==> config.mk <==
export PLATFORM = sky130hd
export DESIGN_NAME = ps2_kbd_rx
export DESIGN_NICKNAME = d
export VERILOG_FILES = /design/src/rtl/ps2_kbd_rx.sv
export SDC_FILE = /design/constraint.sdc
export NUM_CORES = 1
export LEC_CHECK = 0
export BUFFER_PORTS_ARGS = -buffer_cell sky130_fd_sc_hd__buf_2
export CORE_MARGIN = 2
export CORE_UTILIZATION = 50
export DETAILED_ROUTE_END_ITERATION = 10
export PLACE_DENSITY = 0.78
export SYNTH_ARGS = -nofsm -noshare
export SYNTH_HDL_FRONTEND = slang
export SYNTH_SLANG_ARGS = --single-unit
==> constraint.sdc <==
create_clock -name clk_sys -period 4.7 [get_ports clk_sys]
set_clock_uncertainty 0.1 [all_clocks]
set_input_delay 0.94 -clock clk_sys [delete_from_list [all_inputs] [get_ports clk_sys]]
set_output_delay 0.94 -clock clk_sys [all_outputs]
set_load 0.02 [all_outputs]
==> src/rtl/ps2_kbd_rx.sv <==
// Host-side PS/2 keyboard receiver. It synchronises and de-glitches the PS/2
// clock, deserialises 11-bit device-to-host frames and decodes the
// scancode-set-2 prefixes E0 (extended), F0 (break) and E1 (pause).
//
// Event handshake: key_strobe is a one-cycle valid with no ready. The consumer
// must take key_code/key_pressed/key_extended in the cycle key_strobe is high.
// Those fields then hold their values until the next strobe.
module ps2_kbd_rx #(
  parameter int FILTER  = 8,
  parameter int TIMEOUT = 60000
) (
  input  logic       clk_sys,
  input  logic       reset,
  input  logic       ps2_kbd_clk,
  input  logic       ps2_kbd_data,
  output logic       key_strobe,
  output logic       key_pressed,
  output logic       key_extended,
  output logic [7:0] key_code,
  output logic       frame_err
);

  localparam int FW = (FILTER > 1) ? $clog2(FILTER) : 1;
  localparam int TW = $clog2(TIMEOUT + 1);

  typedef enum logic [1:0] {IDLE, DATA, PARITY, STOP} state_t;

  logic          clk_s1, clk_s2, dat_s1, dat_s2;
  logic          filt_clk;
  logic [FW-1:0] filt_cnt;
  logic          filt_done, fall;
  logic [TW-1:0] tcnt;
  logic          timeout;

  state_t        state, state_next;
  logic [2:0]    bit_cnt, bit_next;
  logic [7:0]    shift, shift_next;
  logic          par, par_next;
  logic          byte_ok, err;
  logic          rx_valid;

  logic          ext, brk;
  logic [2:0]    skip;
  logic          is_ctrl;

  // Two-flop synchronisers on both pins. They reset to the idle-high line level.
  always_ff @(posedge clk_sys) begin
    if (reset) begin
      clk_s1 <= 1'b1;
      clk_s2 <= 1'b1;
      dat_s1 <= 1'b1;
      dat_s2 <= 1'b1;
    end else begin
      clk_s1 <= ps2_kbd_clk;
      clk_s2 <= clk_s1;
      dat_s1 <= ps2_kbd_data;
      dat_s2 <= dat_s1;
    end
  end

  // filt_done is true on the FILTER-th consecutive sample that differs from
  // the filtered level. A fall is that event while the filtered level is high.
  assign filt_done = (clk_s2 != filt_clk) && (filt_cnt == FW'(FILTER - 1));
  assign fall      = filt_done && filt_clk;

  // Clock filter: the level is accepted only after FILTER identical new samples.
  always_ff @(posedge clk_sys) begin
    if (reset) begin
      filt_clk <= 1'b1;
      filt_cnt <= '0;
    end else if (clk_s2 == filt_clk) begin
      filt_cnt <= '0;
    end else if (filt_done) begin
      filt_clk <= clk_s2;
      filt_cnt <= '0;
    end else begin
      filt_cnt <= filt_cnt + 1'b1;
    end
  end

  // Inter-edge timeout counter. It restarts on every fall and saturates.
  always_ff @(posedge clk_sys) begin
    if (reset || fall) begin
      tcnt <= '0;
    end else if (tcnt != TW'(TIMEOUT)) begin
      tcnt <= tcnt + 1'b1;
    end
  end

  assign timeout = (state != IDLE) && (tcnt == TW'(TIMEOUT));

  // Frame FSM state register plus the pulses that hand results to the decoder.
  always_ff @(posedge clk_sys) begin
    if (reset) begin
      state     <= IDLE;
      bit_cnt   <= '0;
      shift     <= '0;
      par       <= 1'b0;
      rx_valid  <= 1'b0;
      frame_err <= 1'b0;
    end else begin
      state     <= state_next;
      bit_cnt   <= bit_next;
      shift     <= shift_next;
      par       <= par_next;
      rx_valid  <= byte_ok;
      frame_err <= err;
    end
  end

  // Frame FSM next-state logic. Every transition happens on a fall; the
  // timeout only applies when no fall occurs in the same cycle.
  always_comb begin
    state_next = state;
    bit_next   = bit_cnt;
    shift_next = shift;
    par_next   = par;
    byte_ok    = 1'b0;
    err        = 1'b0;
    if (fall) begin
      case (state)
        IDLE: begin
          if (!dat_s2) begin
            state_next = DATA;
            bit_next   = '0;
          end else begin
            err = 1'b1;
          end
        end
        DATA: begin
          shift_next = {dat_s2, shift[7:1]};
          bit_next   = bit_cnt + 3'd1;
          if (bit_cnt == 3'd7) state_next = PARITY;
        end
        PARITY: begin
          par_next   = dat_s2;
          state_next = STOP;
        end
        STOP: begin
          state_next = IDLE;
          if (dat_s2 && (^{shift, par})) byte_ok = 1'b1;
          else                           err     = 1'b1;
        end
        default: state_next = IDLE;
      endcase
    end else if (timeout) begin
      state_next = IDLE;
      err        = 1'b1;
    end
  end

  // Acknowledge and other control bytes are ignored unless a prefix is pending.
  assign is_ctrl = shift inside {8'hAA, 8'hFA, 8'hFE, 8'hEE, 8'h00, 8'hFF};

  // Prefix decoder. The shift register still holds the byte in the cycle
  // after the stop bit, because it only shifts again in DATA.
  always_ff @(posedge clk_sys) begin
    if (reset) begin
      ext          <= 1'b0;
      brk          <= 1'b0;
      skip         <= '0;
      key_strobe   <= 1'b0;
      key_pressed  <= 1'b0;
      key_extended <= 1'b0;
      key_code     <= '0;
    end else begin
      key_strobe <= 1'b0;
      if (frame_err) begin
        ext <= 1'b0;
        brk <= 1'b0;
      end else if (rx_valid) begin
        if (skip != 3'd0) begin
          skip <= skip - 3'd1;
        end else if (shift == 8'hE1) begin
          skip <= 3'd7;
        end else if (shift == 8'hE0) begin
          ext <= 1'b1;
        end else if (shift == 8'hF0) begin
          brk <= 1'b1;
        end else if (!(is_ctrl && !ext && !brk)) begin
          key_strobe   <= 1'b1;
          key_code     <= shift;
          key_pressed  <= ~brk;
          key_extended <= ext;
          ext          <= 1'b0;
          brk          <= 1'b0;
        end
      end
    end
  end

endmodule
==> results of run 1 <==
## metrics by stage
stage | utilization [%] | total power, mW | hold slack, ns | cells | setup slack, ns
floorplan | - | 0.5088 | 0.2895 | 301 | 2.888
global placement | 54.16 | 0.5129 | 0.2941 | 372 | 2.251
detailed placement | 54.16 | 0.5138 | 0.2938 | 372 | 2.192
CTS | 56.60 | 0.8498 | 0.3178 | 380 | 2.268
global route | 56.60 | 0.8658 | 0.3218 | 380 | 2.085
finish | 56.60 | 0.8391 | 0.3155 | 380 | 2.283
## critical path, stage by stage, from the launching register on
cell,delay [ns]
dfxtp_1,0.54
o21bai_1,0.16
a21boi_0,0.11
o211ai_1,0.21
nor3b_2,0.82
mux2_1,0.38
## synthesized netlist by cell type, drive strengths merged (3+ instances only)
library cell and number:
dfxtp 56, nand2 29, nor2 27, a21oi 18
nand2b 18, ha 12, inv 12, nand3 11
xnor2 11, xor2 9, clkbuf 8, mux2i 8
or2 7, buf 6, nor3 6, and2 5
nor2b 5, a22oi 4, nor4 4, o21ai 4
nand4 3, nor4bb 3, o32ai 3
## cell families after synthesis
| logic type | count (synthesis) | synth area share (%) |
|---|---|---|
| and+or+nand+nor | 133 | 26.43 |
| DFF | 56 | 41.40 |
| AOI/OAI and AO/OA | 44 | 11.74 |
| buffers and inverters | 26 | 4.205 |
| xor gates and xnor gates | 21 | 7.301 |
| adders and majority gates | 12 | 5.545 |
| muxes | 9 | 3.373 |
## layout by cell type (no fill, tap or decap), types with 2 or more instances in the layout
| cell type | Yosys | layout |
|---|---|---|
| a21oi_1 | 17 | 17 |
| a22oi_1 | 4 | 4 |
| a311oi_1 | 2 | 2 |
| and2_1 | 5 | 5 |
| and3_1 | 2 | 2 |
| and3b_1 | 2 | 2 |
| and4_1 | 2 | 2 |
| buf_2 | 4 | 15 |
| clkbuf_8 | 0 | 7 |
| dfxtp_1 | 56 | 56 |
| ha_1 | 12 | 12 |
| inv_1 | 12 | 12 |
| mux2i_1 | 8 | 8 |
| nand2_1 | 29 | 29 |
| nand2b_1 | 18 | 18 |
| nand3_1 | 11 | 11 |
| nand3b_1 | 2 | 2 |
| nand4_1 | 3 | 3 |
| nor2_1 | 27 | 27 |
| nor2b_1 | 5 | 5 |
| nor3_1 | 6 | 6 |
| nor3b_2 | 2 | 2 |
| nor4_1 | 4 | 4 |
| nor4bb_1 | 3 | 3 |
| o211ai_1 | 2 | 2 |
| o21a_1 | 2 | 2 |
| o21ai_0 | 4 | 4 |
| o32ai_2 | 3 | 3 |
| or2_2 | 5 | 5 |
| or3_1 | 2 | 2 |
| xnor2_1 | 11 | 11 |
| xor2_1 | 9 | 9 |
## where the power goes
part	internal [mW]	leakage, nW	switching, mW
sequential	0.478	0.453	0.00475
combinational	0.00776	0.526	0.0120
clock	0.188	0.0645	0.149
total	0.674	1.04	0.165
## layout make-up
| cell class | count | area (sq um) |
|---|---|---|
| Inverter | 12 | 45.04 |
| Tap cell | 70 | 87.58 |
| Fill cell | 447 | 2245 |
| Clock inverter | 1 | 30.03 |
| Clock buffer | 7 | 96.34 |
| Sequential cell | 56 | 1121 |
| Timing Repair Buffer | 15 | 75.07 |
| Multi-Input combinational cell | 219 | 1473 |
## layer usage
layer  global-route usage, %  vias up  part of all wire [%]
li1                        -     1045                     -
met5                       0        -                     0
met2                   26.12       20                    47
met3                   3.837        5                   2.5
met4                   5.357        0                   1.3
met1                   19.74      918                    49
## worst paths after layout
kind / from / endpoint / depth (start not counted)
max reg2reg: shift[0] / key_pressed / 5
max: shift[0] / key_pressed / 5
min: clk_s1 / clk_s2 / 1
min reg2reg: clk_s1 / clk_s2 / 1
## state kept, by name, indices dropped and copies added, names as in the netlist, 2 cells and up
register  flops
tcnt         16
key_code      8
shift         8
bit_cnt       3
filt_cnt      3
skip          3
state         2
==> impl_metrics.csv, run 1 <==
group,metric,value,unit
drt,routed_wl,4550,um
worst_setup_path,crit_path_end_kind,"register",
global_route,grt_pass1_wl,7790,um
sta,finalCritPeriodShare,51.44,%
die,rows,26,
sta,slew_headroom,34.60,%
drt,ant_nets,0,
status,outcome,"finished, final reports clean",
cells_and_area,drive_above_1_share,11.61,%
cts,root_buffer,"clkbuf_8",
global_route,grt_pass1_vias,1849,
logic_synthesis,yosysSeqAreaShare,41.40,%
logic_synthesis,syn_avg_cell_area,8.995,sq um
job,drv_cap,0,
sta,worstMarginPinSlew,0.9767,ns
global_route,grt_antenna_before_repair,0,
min_path,hp-class,"reg2reg",
cts,h-tree-depth,2,
logic_synthesis,ys_ff_latch,56,
placement,placed_area,0.002801,sq mm
cells_and_area,syn2layout_area_growth,8.133,%
cts,cts_sinks,56,
logic_synthesis,synthTopCellsByArea,"dfxtp_1 (41%), ha_1 (5.5%), nand2b_1 (4.2%)",
worst_setup_path,crit_path_start_kind,"register",
drt,dr.pass1.iters,4,
die,die_y,77.59,um
worst_setup_path,reg2reg_slack,2.28,ns
logic_synthesis,synth_area,0.002708,sq mm
die,die_x,77.59,um
cts,tritoncts,"done",
sta,report.final.slew_viol_count,0,
placement,io_buffers,15,
worst_setup_path,cp_data_arrival_time,2.52,ns
cells_and_area,layout.nets,325,
logic_synthesis,yosysWarnings,0,
cts,clkLatencyLatePin,0.31,ns
cells_and_area,final_cell_area,0.002928,sq mm
logic_synthesis,synth_nets,317,
die,start_util,52.35,%
drt,vias,1988,
worst_setup_path,required,4.81,ns
sta,fmax,0.4137,GHz
drt,drt_iter0_markers,65,
drt,drc,0,
logic_synthesis,ys.flop_type,"dfxtp_1",
logic_synthesis,syn_inst,301,
sta,hold_violations,0,
drt,viasPerCell,5.232,
worst_setup_path,worstSetupPathType,"reg2reg",
cells_and_area,diodes,0,
cts,cts_setup_buffers,0,
cts,clk_pin_slew,0.10,ns
cts,cts_buffers,5,
cts,ctsResizeCount,0,
die,die_area,0.006019,sq mm
logic_synthesis,synth-edff-count,0,
sta,finalSetupViolCount,0,
global_route,grt_max_degree,52,
sta,rsz0062_at_grt,"no",
placement,globalplace.congestion,0.7722,
die,ios,16,
worst_setup_path,cp_max_fo,11,
cts,clockBufferDepth,2,
drt,wl_per_cell,11.97,um
logic_synthesis,yosysTopAreaCellShare,41.40,%
sta,setup_tns,0,ns
logic_synthesis,synth-async-reset-ratio,0,%
sta,finalCriticalPeriod,2.417,ns
pwr,p_leak,1.043,nW
die,coreArea,0.005172,sq mm
pwr,ir_drop,0.2327,mV
global_route,overflow,0,
logic_synthesis,synthDistinctLibCells,51,
placement,hpwl,3174,um
pwr,p_per_area,286.6,mW/mm^2
global_route,grtUsageTotal,15.67,%
cts,ctsHoldBuffers,0,
logic_synthesis,yosysTopAreaCell,"dfxtp_1",
(Power assumes the default switching activity.)
==> inputs of run 2 (changes only) <==
clock period = 2.4 ns   (was 4.7 ns; I/O delays follow)
==> impl_metrics.csv, run 2 (synthesized netlist as in run 1, its figures left out) <==
group,metric,value,unit
drt,dr.pass1.iters,4,
cells_and_area,drive_above_1_share,12.18,%
cells_and_area,nFillCells,448,
cts,clockBufferDepth,2,
placement,globalplace.congestion,0.7773,
sta,worst_slack,0.3937,ns
drt,wl_met1,2211,um
cells_and_area,diodes,0,
cells_and_area,final_common_cell,"dfxtp_1",
cts,clk_pin_slew,0.10,ns
sta,finalSetupViolCount,0,
placement,io_buffers,15,
sta,worstMarginPinSlew,0.6108,ns
worst_setup_path,crit_path_start_kind,"register",
placement,dp_slack,0.4099,ns
global_route,grtUsageTotal,16.22,%
cells_and_area,largest_reg_flops,16,
die,ios,16,
drt,wl_per_cell,11.74,um
worst_setup_path,critical_path.endpoint,"bit_cnt[2]",
pwr,power.total,1.717,mW
worst_setup_path,reg2reg_slack,0.39,ns
sta,report.final.slew_viol_count,0,
cells_and_area,top_regs,"tcnt: 16 flops, key_code: 8 flops, shift: 8 flops",
drt,drt_iter0_markers,114,
die,rows,26,
drt,vias,2021,
cells_and_area,layout_common_cells,"dfxtp_1 (56), nand2_1 (29), nor2_1 (27), nand2b_1 (18), a21oi_1 (17)",
worst_setup_path,required,2.55,ns
cts,h-tree-depth,2,
worst_setup_path,cp_max_fo,9,
sta,finalCriticalPeriod,2.006,ns
cells_and_area,syn2layout_area_growth,9.103,%
min_path,hp-class,"in2reg",
die,die_y,77.59,um
worst_setup_path,reg2reg_depth,7,
sta,finalCritPeriodShare,83.59,%
sta,hold_violations,0,
global_route,overflow,0,
cts,root_buffer,"clkbuf_8",
sta,setup_tns,0,ns
drt,ant_nets,0,
global_route,grt_antenna_before_repair,0,
pwr,p_leak,1.057,nW
cts,ctsResizeCount,0,
global_route,grt_max_degree,51,
cts,cts_setup_buffers,0,
cts,cts_sinks,56,
global_route,grt_pass1_vias,1877,
die,die_x,77.59,um
cts,tritoncts,"done",
pwr,ir_drop,0.3764,mV
worst_setup_path,cp_data_arrival_time,2.15,ns
worst_setup_path,crit_start,"filt_cnt[0]",
drt,viasPerCell,5.291,
cts,clkLatencyLatePin,0.31,ns
worst_setup_path,r2r_end,"bit_cnt[2]",
job,drv_cap,0,
die,start_util,52.35,%
drt,wl_met3,154,um
drt,top_layer_used,"met4",
die,coreArea,0.005172,sq mm
die,die_area,0.006019,sq mm
global_route,grt_pass1_wl,8031,um
drt,routed_wl,4486,um
cells_and_area,top_register,"tcnt",
sta,fmax,0.4984,GHz
worst_setup_path,r2r-start,"filt_cnt[0]",
cells_and_area,regArea,0.001121,sq mm
status,outcome,"finished, final reports clean",
worst_setup_path,worstSetupPathType,"reg2reg",
pwr,p_per_area,581.2,mW/mm^2
worst_setup_path,crit_path_end_kind,"register",
sta,rsz0062_at_grt,"no",
cells_and_area,layout.nets,327,
placement,hpwl,3120,um
cells_and_area,multi_input_area,0.001473,sq mm
drt,drc,0,
drt,met2_length,2048,um
sta,slew_headroom,59.28,%
cts,cts_buffers,5,
cts,ctsHoldBuffers,0,
-- run 2: cell types whose count changed in the layout (fill, tap and decap cells not counted), sizes merged --
| cell | before | now |
|---|---|---|
| buf | 15 | 17 |
| clkbuf | 7 | 5 |
| bufinv | 1 | 2 |
| inv | 12 | 13 |
-- run 2: per-stage QoR --
| stage | area, sq um | hold slack, ns | utilization, % | cells |
|---|---|---|---|---|
| finish | 2954 | 0.2444 | 57.11 | 382 |
| global route | 2954 | 0.2342 | 57.11 | 382 |
| CTS | 2954 | 0.2306 | 57.11 | 382 |
| detailed placement | 2816 | 0.3008 | 54.45 | 374 |
| floorplan | 2708 | 0.2895 | - | 301 |
| global placement | 2816 | 0.2923 | 54.45 | 374 |
-- run 2: routing by layer --
metal / GRT usage, % / up-vias
li1: - / 1045
met1: 20.32 / 937
met2: 26.81 / 32
met3: 3.837 / 7
met4: 6.429 / 0
met5: 0 / -
-- run 2: worst min path at each step --
stage | slack, ns | cells after the start | from | end
after floorplan | 0.29 | 1 | clk_s1 | clk_s2
after global placement | 0.29 | 1 | clk_s1 | clk_s2
after detailed placement | 0.30 | 1 | clk_s1 | clk_s2
after CTS | 0.23 | 2 | ps2_kbd_clk | clk_s1
after global routing | 0.23 | 2 | ps2_kbd_data | dat_s1
final | 0.24 | 2 | ps2_kbd_clk | clk_s1
-- run 2: layout make-up --
cell class                      instances  share of cell area [%]
Clock buffer                            5                   2.330
Inverter                               12                   1.525
Sequential cell                        56                   37.95
Multi-Input combinational cell        219                   49.85
Clock inverter                          3                   2.330
Timing Repair Buffer                   17                   3.050
Tap cell                               70                   2.965
-- run 2: report_power, final --
part | switching, mW | leakage [nW] | internal, mW
combinational | 0.0242 | 0.536 | 0.0162
clock | 0.311 | 0.0687 | 0.420
sequential | 0.00947 | 0.453 | 0.936
-- run 2: critical path: stages (launching register included) --
cell and delay [ns]:
dfxtp_1 0.35, ha_1 0.15, ha_1 0.24, and3b_1 0.34
nand2_1 0.25, a21oi_1 0.29, a22oi_1 0.13, nor2_1 0.10
==> inputs of run 3 (changes only) <==
PLACE_DENSITY = 0.8   (was 0.78)
clock period = 1.6 ns   (was 2.4 ns; I/O delays follow)
==> impl_metrics.csv, run 3 (synthesized netlist as in run 1, its figures left out) <==
group,metric,value,unit
sta,slew_headroom,70.45,%
cells_and_area,diodes,0,
pwr,p_leak,1.334,nW
min_path,min_from,"ps2_kbd_clk",
pwr,switching_share,22.13,%
pwr,power.share.clock,38.8,%
worst_setup_path,cp_max_fo,4,
sta,hold_violations,0,
global_route,grt_antenna_before_repair,0,
global_route,grt_max_degree,20,
sta,finalSetupViolCount,16,
die,coreArea,0.005172,sq mm
cells_and_area,drive_above_1_share,38.98,%
cells_and_area,top_register,"tcnt",
drt,routed_wl,5918,um
min_path,hp-class,"in2reg",
worst_setup_path,cp_cell_sequence,"or2_4 > o41ai_4 > o211ai_1 > nor3b_4 > mux2_4",
sta,fmax,0.5809,GHz
worst_setup_path,required,1.71,ns
worst_setup_path,crit_path_start_kind,"register",
cts,h-tree-depth,2,
sta,worstMarginPinSlew,0.4392,ns
cells_and_area,layout_common_cells,"buf_4 (33), dfxtp_1 (31), nand2_1 (25), nor2_1 (24), dfxtp_2 (24)",
worst_setup_path,reg2reg_depth,5,
cts,clk_pin_slew,0.10,ns
worst_setup_path,worstSetupPathDepth,5,
pwr,p_per_area,694.0,mW/mm^2
job,drv_cap,0,
worst_setup_path,cpLargestDelayFamily,"simple AND/OR/NAND/NOR gates",
die,start_util,52.35,%
die,rows,26,
die,die_x,77.59,um
die,die_y,77.59,um
drt,viasPerCell,5.276,
cells_and_area,top_regs,"tcnt: 16 flops, key_code: 8 flops, shift: 8 flops",
cts,root_buffer,"clkbuf_8",
drt,drt_iter0_markers,77,
pwr,p_int,1.923,mW
sta,rsz0062_at_grt,"yes",
cells_and_area,largest_reg_flops,16,
cts,cts_sinks,56,
global_route,overflow,0,
pwr,comb_power_share,4.0,%
placement,globalplace.congestion,0.7746,
sta,hold-worst-slack,0.08004,ns
cells_and_area,fin_util,68.80,%
pwr,seqPwrFrac,57.2,%
worst_setup_path,crit_start,"shift[1]",
cells_and_area,nFillCells,362,
pwr,switchingPower,0.5464,mW
global_route,grt_pass1_vias,2099,
drt,wl_per_cell,13.96,um
global_route,grtUsageTotal,18.61,%
placement,hpwl,3659,um
pwr,ir_drop,0.6688,mV
global_route,grt_pass1_wl,9101,um
drt,ant_nets,0,
placement,io_buffers,15,
worst_setup_path,critical_path.endpoint,"key_pressed",
cells_and_area,layout.nets,369,
worst_setup_path,critPathSlowestCell,"dfxtp_2",
status,outcome,"complete, but fails checks",
worst_setup_path,cpPeakStageDelay,0.35,ns
cells_and_area,final_common_cell,"buf_4",
worst_setup_path,worstSetupPathType,"reg2reg",
cts,ctsHoldBuffers,0,
cts,clockBufferDepth,2,
worst_setup_path,crit_buf_inv,0,
status,violations,"negative setup slack",
drt,dr.pass1.iters,6,
sta,worst_slack,-0.1214,ns
sta,report.final.slew_viol_count,0,
die,ios,16,
worst_setup_path,r2r-start,"shift[1]",
sta,finalCritPeriodShare,107.6,%
worst_setup_path,crit_path_end_kind,"register",
cts,clkLatencyLatePin,0.32,ns
cts,cts_buffers,5,
worst_setup_path,reg2reg_slack,-0.12,ns
drt,vias,2237,
cells_and_area,syn2layout_area_growth,31.42,%
drt,drc,0,
cts,tritoncts,"done",
sta,finalCriticalPeriod,1.721,ns
worst_setup_path,r2r_end,"key_pressed",
die,die_area,0.006019,sq mm
worst_setup_path,cp_data_arrival_time,1.83,ns
## run 3: cell count changes in the layout (fill, tap and decap cells not counted), sizes merged
| cell | change |
|---|---|
| clkinvlp | +1 |
| buf | +41 |
| clkbuf | +1 |
| bufinv | -1 |
## run 3: cell type report
type	count	area (sq um)	area share (%)
multi-input combinational	219	1678	47.15
sequential	56	1155	32.45
timing repair buffer	59	478.0	13.43
tap	70	87.58	2.461
clock buffer	5	68.82	1.934
clock inverter	3	46.29	1.301
inverter	12	45.04	1.266
## run 3: worst min-delay path by stage
stage | end | slack, ns | depth (start not counted)
after global placement | dat_s2 | 0.29 | 1
after global routing | dat_s1 | 0.07 | 2
final | clk_s1 | 0.08 | 2
after detailed placement | clk_s2 | 0.29 | 1
after floorplan | clk_s2 | 0.29 | 1
after CTS | clk_s1 | 0.07 | 2
## run 3: timing repair
item                                   in CTS  in global routing
cloned                                      1                  1
buffers inserted                            4                  1
endpoints found under the hold margin       0                  0
gates resized for setup                    30                 52
pin swaps                                   5                 11
setup endpoints to repair                  31                 48
## run 3: power by group through the flow
| stage | Combinational [mW] | Clock [mW] | Sequential [mW] |
|---|---|---|---|
| final | 0.0995 | 0.958 | 1.41 |
| after global routing | 0.109 | 1.03 | 1.41 |
| after CTS | 0.0889 | 0.969 | 1.41 |
| after detailed placement | 0.0879 | 0 | 1.44 |
| after global placement | 0.0844 | 0 | 1.44 |
| after floorplan | 0.0489 | 0 | 1.45 |
## run 3: through the flow
step | power [mW] | cells | setup TNS (ns) | worst slack [ns] | instance area (sq um)
6_report | 2.469 | 424 | -1.096 | -0.1214 | 3558
5_1_grt | 2.554 | 424 | -2.482 | -0.1832 | 3558
4_1_cts | 2.469 | 422 | -0.3866 | -0.05394 | 3341
3_5_place_dp | 1.533 | 409 | -2.239 | -0.1173 | 3114
3_3_place_gp | 1.529 | 409 | -1.169 | -0.07101 | 3114
2_1_floorplan | 1.496 | 301 | 0 | 0.001129 | 2738
## run 3: metal layers
layer	GRT usage (%)	vias up	wire length [um]
met1	21.35	1048	2585
met4	6.429	0	97
met2	34.05	52	3024
li1	-	1130	-
met3	3.721	7	210
met5	0	-	0
